$ cat config.mk
export PLATFORM = sky130hd
export DESIGN_NAME = scan_chain_ctrl
export DESIGN_NICKNAME = d
export VERILOG_FILES = /design/src/rtl/scan_chain_ctrl.sv
export SDC_FILE = /design/constraint.sdc
export NUM_CORES = 1
export LEC_CHECK = 0
export ABC_AREA = 1
export CORE_MARGIN = 3
export CORE_UTILIZATION = 45
export DETAILED_ROUTE_END_ITERATION = 16
export PLACE_DENSITY = 0.73
export SLEW_MARGIN = 20
export SYNTH_ARGS = -nofsm -noshare
export SYNTH_HDL_FRONTEND = slang
export SYNTH_SLANG_ARGS = --single-unit
$ cat constraint.sdc
create_clock -name clk -period 1.8 [get_ports clk]
set_input_delay 0.18 -clock clk [delete_from_list [all_inputs] [get_ports clk]]
set_output_delay 0.18 -clock clk [all_outputs]
set_load 0.005 [all_outputs]
$ cat src/rtl/scan_chain_ctrl.sv
`default_nettype none
// +----------------------------------------------------------------------------+
// | Module      : scan_chain_ctrl                                              |
// | Description : Load / capture / unload sequencer for one scan chain, with   |
// |               response compare and a saturating fail counter.              |
// | Revision    : 1.0                                                          |
// +----------------------------------------------------------------------------+
module scan_chain_ctrl #(
    parameter int CHAIN_LEN = 8,
    parameter int CNT_W     = 7
) (
    input  logic                 clk,
    input  logic                 reset,
    input  logic                 start,
    input  logic [CHAIN_LEN-1:0] pattern,
    input  logic [CHAIN_LEN-1:0] expected,
    input  logic                 SO,
    output logic                 SE,
    output logic                 SD,
    output logic                 busy,
    output logic                 done,
    output logic                 pass,
    output logic [CHAIN_LEN-1:0] captured,
    output logic [7:0]           fail_count
);

    localparam logic [2:0] c_IDLE      = 3'd0;
    localparam logic [2:0] c_SHIFT_IN  = 3'd1;
    localparam logic [2:0] c_CAPTURE   = 3'd2;
    localparam logic [2:0] c_SHIFT_OUT = 3'd3;
    localparam logic [2:0] c_DONE      = 3'd4;

    localparam logic [CNT_W-1:0] c_LAST = CNT_W'(CHAIN_LEN - 1);

    logic [2:0]           r_state;
    logic [2:0]           w_nextState;
    logic [CNT_W-1:0]     r_bitCnt;
    logic [CHAIN_LEN-1:0] r_pattern;
    logic [CHAIN_LEN-1:0] r_expected;
    logic [CHAIN_LEN-1:0] r_captured;
    logic                 r_pass;
    logic [7:0]           r_failCnt;
    logic                 w_lastBit;
    logic                 w_sdBit;
    logic [CHAIN_LEN-1:0] w_capNext;

    assign w_lastBit = (r_bitCnt == c_LAST);

    always_comb begin
        w_nextState = r_state;
        case (r_state)
            c_IDLE:      if (start) w_nextState = c_SHIFT_IN;
            c_SHIFT_IN:  if (w_lastBit) w_nextState = c_CAPTURE;
            c_CAPTURE:   w_nextState = c_SHIFT_OUT;
            c_SHIFT_OUT: if (w_lastBit) w_nextState = c_DONE;
            c_DONE:      w_nextState = c_IDLE;
            default:     w_nextState = c_IDLE;
        endcase
    end

    // Bit k of a shift phase addresses position CHAIN_LEN-1-k: MSB goes in first and comes out first.
    always_comb begin
        w_sdBit   = 1'b0;
        w_capNext = r_captured;
        for (int i = 0; i < CHAIN_LEN; i++) begin
            if (r_bitCnt == CNT_W'(CHAIN_LEN - 1 - i)) begin
                w_sdBit      = r_pattern[i];
                w_capNext[i] = SO;
            end
        end
    end

    assign SE         = (r_state == c_SHIFT_IN) || (r_state == c_SHIFT_OUT);
    assign SD         = (r_state == c_SHIFT_IN) && w_sdBit;
    assign busy       = (r_state != c_IDLE);
    assign done       = (r_state == c_DONE);
    assign pass       = r_pass;
    assign captured   = r_captured;
    assign fail_count = r_failCnt;

    always_ff @(posedge clk) begin
        if (reset) begin
            r_state    <= c_IDLE;
            r_bitCnt   <= '0;
            r_pattern  <= '0;
            r_expected <= '0;
            r_captured <= '0;
            r_pass     <= 1'b0;
            r_failCnt  <= 8'd0;
        end else begin
            r_state <= w_nextState;
            case (r_state)
                c_IDLE: begin
                    if (start) begin
                        r_pattern  <= pattern;
                        r_expected <= expected;
                        r_bitCnt   <= '0;
                        r_captured <= '0;
                        r_pass     <= 1'b0;
                    end
                end
                c_SHIFT_IN: begin
                    r_bitCnt <= w_lastBit ? '0 : r_bitCnt + CNT_W'(1);
                end
                c_CAPTURE: begin
                    r_bitCnt <= '0;
                end
                c_SHIFT_OUT: begin
                    r_captured <= w_capNext;
                    r_bitCnt   <= w_lastBit ? '0 : r_bitCnt + CNT_W'(1);
                    // Verdict is formed from the final unload bit so it is valid in the DONE cycle.
                    if (w_lastBit) begin
                        r_pass <= (w_capNext == r_expected);
                        if ((w_capNext != r_expected) && (r_failCnt != 8'hFF)) begin
                            r_failCnt <= r_failCnt + 8'd1;
                        end
                    end
                end
                default: ;
            endcase
        end
    end

endmodule
`default_nettype wire
Word level (Yosys, flattened, before mapping)
Cells that the tools add are included.

Memory bits (writable): 0. Register bits: 43. Logic and storage cells: 69. Output and inout bits: 21. ROM bits: 0. Memories: 0. Bits in latches: 0. Input bits: 20.

Mux-type cells: 28. Div/mod/pow operators: 0. $add $sub $neg: 2. Reductions and logical operators: 15. Multipliers: 0. $lt $le $gt $ge: 0. Bitwise logic cells: 0. Equality and inequality tests: 17. Shifts and indexed selects: 0.

Operators by type and width (count): $eq 7x3->1 const B (4); $pmux 7 s3 (1); $mux 1 (18); $pmux 8 s2 (1); $eq 7x2->1 const B (2); $mux 7 (2); $pmux 3 s4 (1); $mux 3 (3); $reduce_and 3->1 (3); $add 8x1->8 const B (1); $eq 8x8->1 (1); $mux 8 (1); $ne 8x8->1 (1); $ne 8x8->1 const B (1); $add 7x1->7 const B (1); $eq 7x1->1 const B (1); $logic_not 7->1 (1); $eq 3x2->1 const B (2); $ne 2x2->1 const B (3); $reduce_and 2->1 (3); $reduce_bool 3->1 (2); $eq 3x1->1 const B (1); $eq 3x3->1 const B (1); $logic_not 3->1 (1); 5 further kinds (6).

Depth between registers and ports, before layout
Depth in word-level cells: 10. Gate-level depth with buffers: 16. Mapped depth without buffers: 16.

Worst setup path after synthesis
OpenSTA, ideal clock, no wires.

Path kind: register to register. Start point: register r_bitCnt[0]. End point: register r_failCnt[0] (netlist: fail_count[0]). Period minus slack after synthesis: 1.728 ns. Arrival: 1.615 ns. Path slack: 0.072 ns. Stages on the path, launching flop included: 12. Path buffers: 0. Cell sequence: dfxtp_1 > ha_1 > nand3_1 > inv_1 > nand2_4 > nor2_8 > inv_2 > a31oi_2 > a21boi_1 > nand2_1 > nand2_1 > nor2_1.

Longest elaborated chain between the ends: 5. Elaborated cells on any way between the ends: 19. Those cells by class: eq/ne (8); mux (8); reduce/logical (3).

Ends and longest elaborated chain: start, declared (RTL line 37) `logic [CNT_W-1:0] r_bitCnt;`; start signal, assigned (RTL line 103) `r_bitCnt <= w_lastBit ? '0 : r_bitCnt + CNT_W'(1);`; start signal, assigned (RTL line 110) `r_bitCnt <= w_lastBit ? '0 : r_bitCnt + CNT_W'(1);`; $eq 7x3->1 (tied with other cells) (RTL line 47, 66); $mux 1 (RTL line 66) `if (r_bitCnt == CNT_W'(CHAIN_LEN - 1 - i)) begin`; $ne 8x8->1 (RTL line 114) `if ((w_capNext != r_expected) && (r_failCnt != 8'hFF)) begin`; $logic_and 1x1->1 (RTL line 114); $reduce_and 3->1 (no line) (*); end signal, assigned (RTL line 115) `r_failCnt <= r_failCnt + 8'd1;`; end, declared (RTL line 42) `logic [7:0] r_failCnt;`.

Mark *: on every way between the ends. The rest lies on a longest branch, timed or not. A chain may end at the register's enable or synchronous reset.

Worst setup path after layout
Start point: register r_bitCnt[0]. End point: output port SD.

Longest elaborated chain between the ends: 10. Elaborated cells on any way between the ends: 17. Those cells by class: eq/ne (7); mux (8); reduce/logical (2).

Ends and longest elaborated chain: $eq 7x3->1 (RTL line 66); $mux 1 (7 in series) (RTL line 66); $mux 1 (*) (RTL line 66); $logic_and 1x1->1 (*) (RTL line 74) `assign SD = (r_state == c_SHIFT_IN) && w_sdBit;`; end, declared (RTL line 19) `output logic SD,`.

Marks and branches as above.

==> results.md <==
Run status:
- The run finished, with violations left.
- The checks that failed: setup timing.

Timing:
- The count of pins over their slew limit was 0.
- Across the routed clock network, the largest skew measured is 0.0106 ns.
- Headroom to the max-slew limit came out at 0.653.
- Based on the critical path, the design can be clocked at up to 463 MHz.
- For the pin with the worst max-slew slack, the measured transition is 0.520 ns.
- The time the final worst path needs with I/O delays and setup is 2.16 ns.
- Final hold analysis gives a worst-case slack of 0.457 ns.
- After layout, the worst setup slack is -0.358 ns.
- Setup violations remaining at the end of the flow were counted as 10.
- The final count of hold timing violations is 0.
- Setup repair after global routing could not meet its margin everywhere.
- Dividing the final minimum period by the clock period gives 1.20.

Yosys:
- After synthesis the netlist holds a flip-flop and latch count of 43.
- The count of synthesis-stage warnings from yosys is 0.
- Synthesis handed over a netlist of 354 instances.
- The unique cell type count in the Yosys netlist is 31.
- The total standard cell area after synthesis is 0.00241 mm^2.
- The dominant combinational cell family by area after synthesis is simple AND/OR/NAND/NOR gates.
- The synthesized-area fraction occupied by ao, oa, aoi and oai cells is 0.155.
- When the netlist entered floorplanning its net count stood at 379.
- The portion of synthesized area spent on multiplexers is 0.
- The average cell area after synthesis is 6.81 um^2.
- The XOR/XNOR share of the synthesized area is 0.0145.
- The post-synthesis sequential area ratio is 0.357.
- Of the total synthesized cell area, the portion taken by full adders, half adders and majority gates is 0.0260.
- The post-synthesis share of cell area spent on and, or, nand and nor gates is 0.340.

Power and ir drop:
- The completed layout was analyzed and its total power is 2.61 mW.
- The worst-case IR drop observed on VDD is 0.355 mV.
- In this run the static leakage power is 1.45 nW.
- The ratio of total power to cell area is 753 mW/mm^2.

CTS:
- The total number of H-tree levels is 2.
- After clock tree synthesis, the clock-pin slew on the worst setup and hold paths is 0.08 ns.
- The TritonCTS clock tree is built.
- The clock net sink count is 43.
- The CTS buffer count is 5.
- The clock passes through at most 2 buffers.
- Clock tree synthesis selected as its root buffer the cell sky130_fd_sc_hd__clkbuf_8.
- The clock latency at the later pin of the worst-skew pair is 0.31 ns.

Job:
- The count of maximum capacitance violations is 0.

Critical path:
- At the worst endpoint, the required time is 1.62 ns.
- Along the worst path, the maximum fanout reaches 4.
- The worst register-to-register path has a depth of 14.
- The worst setup path is launched from a register.
- The worst setup path is captured at an output pin.
- The arrival time of the worst setup path is 1.98 ns.
- The setup path with the least slack is of type register to output pin.

GRT:
- The maximum number of pins on one net before global-route repair is 34.
- The total congestion overflow is 0.
- The number of global-route vias before repair is 2473.
- The number of antenna violations at the first check in global routing is 0.
- The first global-routing pass estimated 10600 um of wire.
- For this run, the total global-route usage over all layers was measured as 0.212.

Die:
- The initial utilization of the core area, before any placement, comes to 0.469.
- The number of cell rows is 26.
- The vertical die dimension is 79.2 um.
- The core region is 0.00514 mm^2.
- During I/O placement, the number of pins put on the boundary was 41.
- The floorplan step defined a die boundary enclosing 0.00627 mm^2.
- The floorplan step set the die width to 79.2 um.

Detailed routing:
- The routed metal-1 wirelength is 2770 um.
- The met3 layer wire length in the routed design is 337 um.
- The highest metal layer with signal wires is met4.
- The number of DRC markers after the initial detailed-route iteration is 153.
- The mean routed wirelength per cell is 13.0 um.
- For this block, the via count after detailed routing is 2599.
- In the routed design, unresolved DRC markers number 0.
- Dividing the detail-routed via count by the number of cells gives 5.11.
- The routed design has 6640 um of wire.
- The first-pass iteration count of the detailed router is 4.
- Wire segments on met2 add up to 3350 um in the final route.
- The detail route stage leaves a number of antenna-violating nets equal to 0.

Place:
- At the end of routability-driven placement, the weighted congestion stood at 0.952.
- The count of buffers from port buffering is 40.
- After legalization and detailed placement, the total HPWL measured 4710 um.
- The placed instances occupy a cell area of 0.00315 mm^2.
- Before CTS, the worst setup slack after placement is -0.416 ns.

Layout:
- The library cells used most frequently in the layout, excluding fill and tap cells, are sky130_fd_sc_hd__nand2_1, sky130_fd_sc_hd__inv_1, sky130_fd_sc_hd__buf_4.
- Of the cells placed in the final design, the portion with a size suffix greater than 1 is 0.246.
- Leaving out fill and tap cells, the most frequent cell in the layout is sky130_fd_sc_hd__nand2_1.
- The final instance area is 0.00346 mm^2.
- The relative area change from synthesis to final layout is 43.6%.
- The number of antenna diodes in the final layout is 0.
- At the end of the flow, the number of nets in the layout was 463.

Worst hold path:
- The tightest min-delay check is of the register to register type.
- Along the worst hold path, the cell count comes to 2.
## cell families after synthesis
logic type | Yosys count
simple gates | 168
flops | 43
buf+inv | 64
compound gates | 70
fa+ha+maj | 5
xor+xnor | 4
## worst paths after layout
| check | from | endpoint | slack [ns] |
|---|---|---|---|
| max | r_bitCnt[0] | SD | -0.36 |
| min | r_pattern[4] | r_pattern[4] | 0.46 |
| max reg2reg | r_bitCnt[0] | fail_count[4] | -0.15 |
| min reg2reg | r_pattern[4] | r_pattern[4] | 0.46 |
## layer usage
metal	global-route usage	up-vias
met5	0	-
met4	0.0808	0
met3	0.0465	19
met2	0.380	64
met1	0.244	1184
li1	-	1332
## registers in the layout, indices dropped and copies added, names as in the netlist
register    count
r_pattern       8
captured        8
fail_count      8
r_state         3
pass            1
r_expected      8
r_bitCnt        7
## repair_timing
item / in CTS / in global routing
setup buffers: 1 / 4
pin swaps: 9 / 13
endpoints found under the setup margin: 10 / 12
hold endpoints to repair: 0 / 0
hold buffers: 0 / 0
cloned: 1 / 0
resized for setup: 28 / 19
## synthesized netlist by cell type
cell                         n  share of area
sky130_fd_sc_hd__nor2_4      3          0.014
sky130_fd_sc_hd__buf_6       1         0.0047
sky130_fd_sc_hd__o2111ai_1   1         0.0036
sky130_fd_sc_hd__buf_1       1         0.0016
sky130_fd_sc_hd__nand2_1    78           0.12
sky130_fd_sc_hd__dfxtp_1    43           0.36
sky130_fd_sc_hd__buf_8       1         0.0062
sky130_fd_sc_hd__nand3_4     1         0.0073
sky130_fd_sc_hd__ha_1        5          0.026
sky130_fd_sc_hd__o21ai_2     1         0.0036
sky130_fd_sc_hd__nand3_1    34          0.071
sky130_fd_sc_hd__inv_1      50          0.078
sky130_fd_sc_hd__o211ai_1    1         0.0031
sky130_fd_sc_hd__nor3_1      5          0.010
sky130_fd_sc_hd__nor2_2      1         0.0026
sky130_fd_sc_hd__a21oi_1    42          0.087
sky130_fd_sc_hd__a21boi_1    1         0.0031
sky130_fd_sc_hd__xor2_1      3          0.011
sky130_fd_sc_hd__nand4_1    12          0.031
sky130_fd_sc_hd__nand2_2     3         0.0078
sky130_fd_sc_hd__nand2_4     3          0.014
sky130_fd_sc_hd__nor4_1      1         0.0026
sky130_fd_sc_hd__o21ai_0    21          0.044
sky130_fd_sc_hd__a31oi_2     1         0.0052
sky130_fd_sc_hd__clkbuf_1    5         0.0078
sky130_fd_sc_hd__nor2_8      2          0.017
sky130_fd_sc_hd__xnor2_1     1         0.0036
sky130_fd_sc_hd__a31oi_1     2         0.0052
sky130_fd_sc_hd__nor2_1     24          0.037
sky130_fd_sc_hd__nand3_2     1         0.0042
sky130_fd_sc_hd__inv_2       6         0.0093
## power breakdown
group	internal (mW)	switching (mW)	leakage, nW
Combinational	0.282	0.364	1.03
Clock	0.555	0.348	0.0654
Sequential	1.02	0.0423	0.353
Total	1.85	0.754	1.45
## per-stage QoR
| step | instances | setup TNS (ns) | utilization |
|---|---|---|---|
| after floorplan | 354 | 0 | - |
| final | 509 | -1.54 | 0.673 |
| after global routing | 509 | -3.04 | 0.673 |
| after detailed placement | 495 | -1.92 | 0.614 |
| after CTS | 505 | -1.27 | 0.655 |
| after global placement | 495 | -1.24 | 0.614 |
## worst max-delay path: stages (launching register included)
cell	delay, ns
sky130_fd_sc_hd__dfxtp_4	0.38
sky130_fd_sc_hd__inv_4	0.08
sky130_fd_sc_hd__ha_4	0.13
sky130_fd_sc_hd__nand3_2	0.08
sky130_fd_sc_hd__inv_2	0.06
sky130_fd_sc_hd__nand2_2	0.06
sky130_fd_sc_hd__o211ai_1	0.27
sky130_fd_sc_hd__nand2_1	0.11
sky130_fd_sc_hd__o21ai_1	0.10
sky130_fd_sc_hd__o21ai_1	0.08
sky130_fd_sc_hd__a31oi_1	0.17
sky130_fd_sc_hd__buf_2	0.15
## area by class of cell
cell class | instances | area [um^2]
Sequential cell | 43 | 871
Inverter | 56 | 215
Tap cell | 70 | 87.6
Fill cell | 445 | 1680
Clock inverter | 2 | 60.1
Multi-Input combinational cell | 248 | 1410
Clock buffer | 6 | 72.6
Timing Repair Buffer | 84 | 742
(Power assumes the default switching activity.)
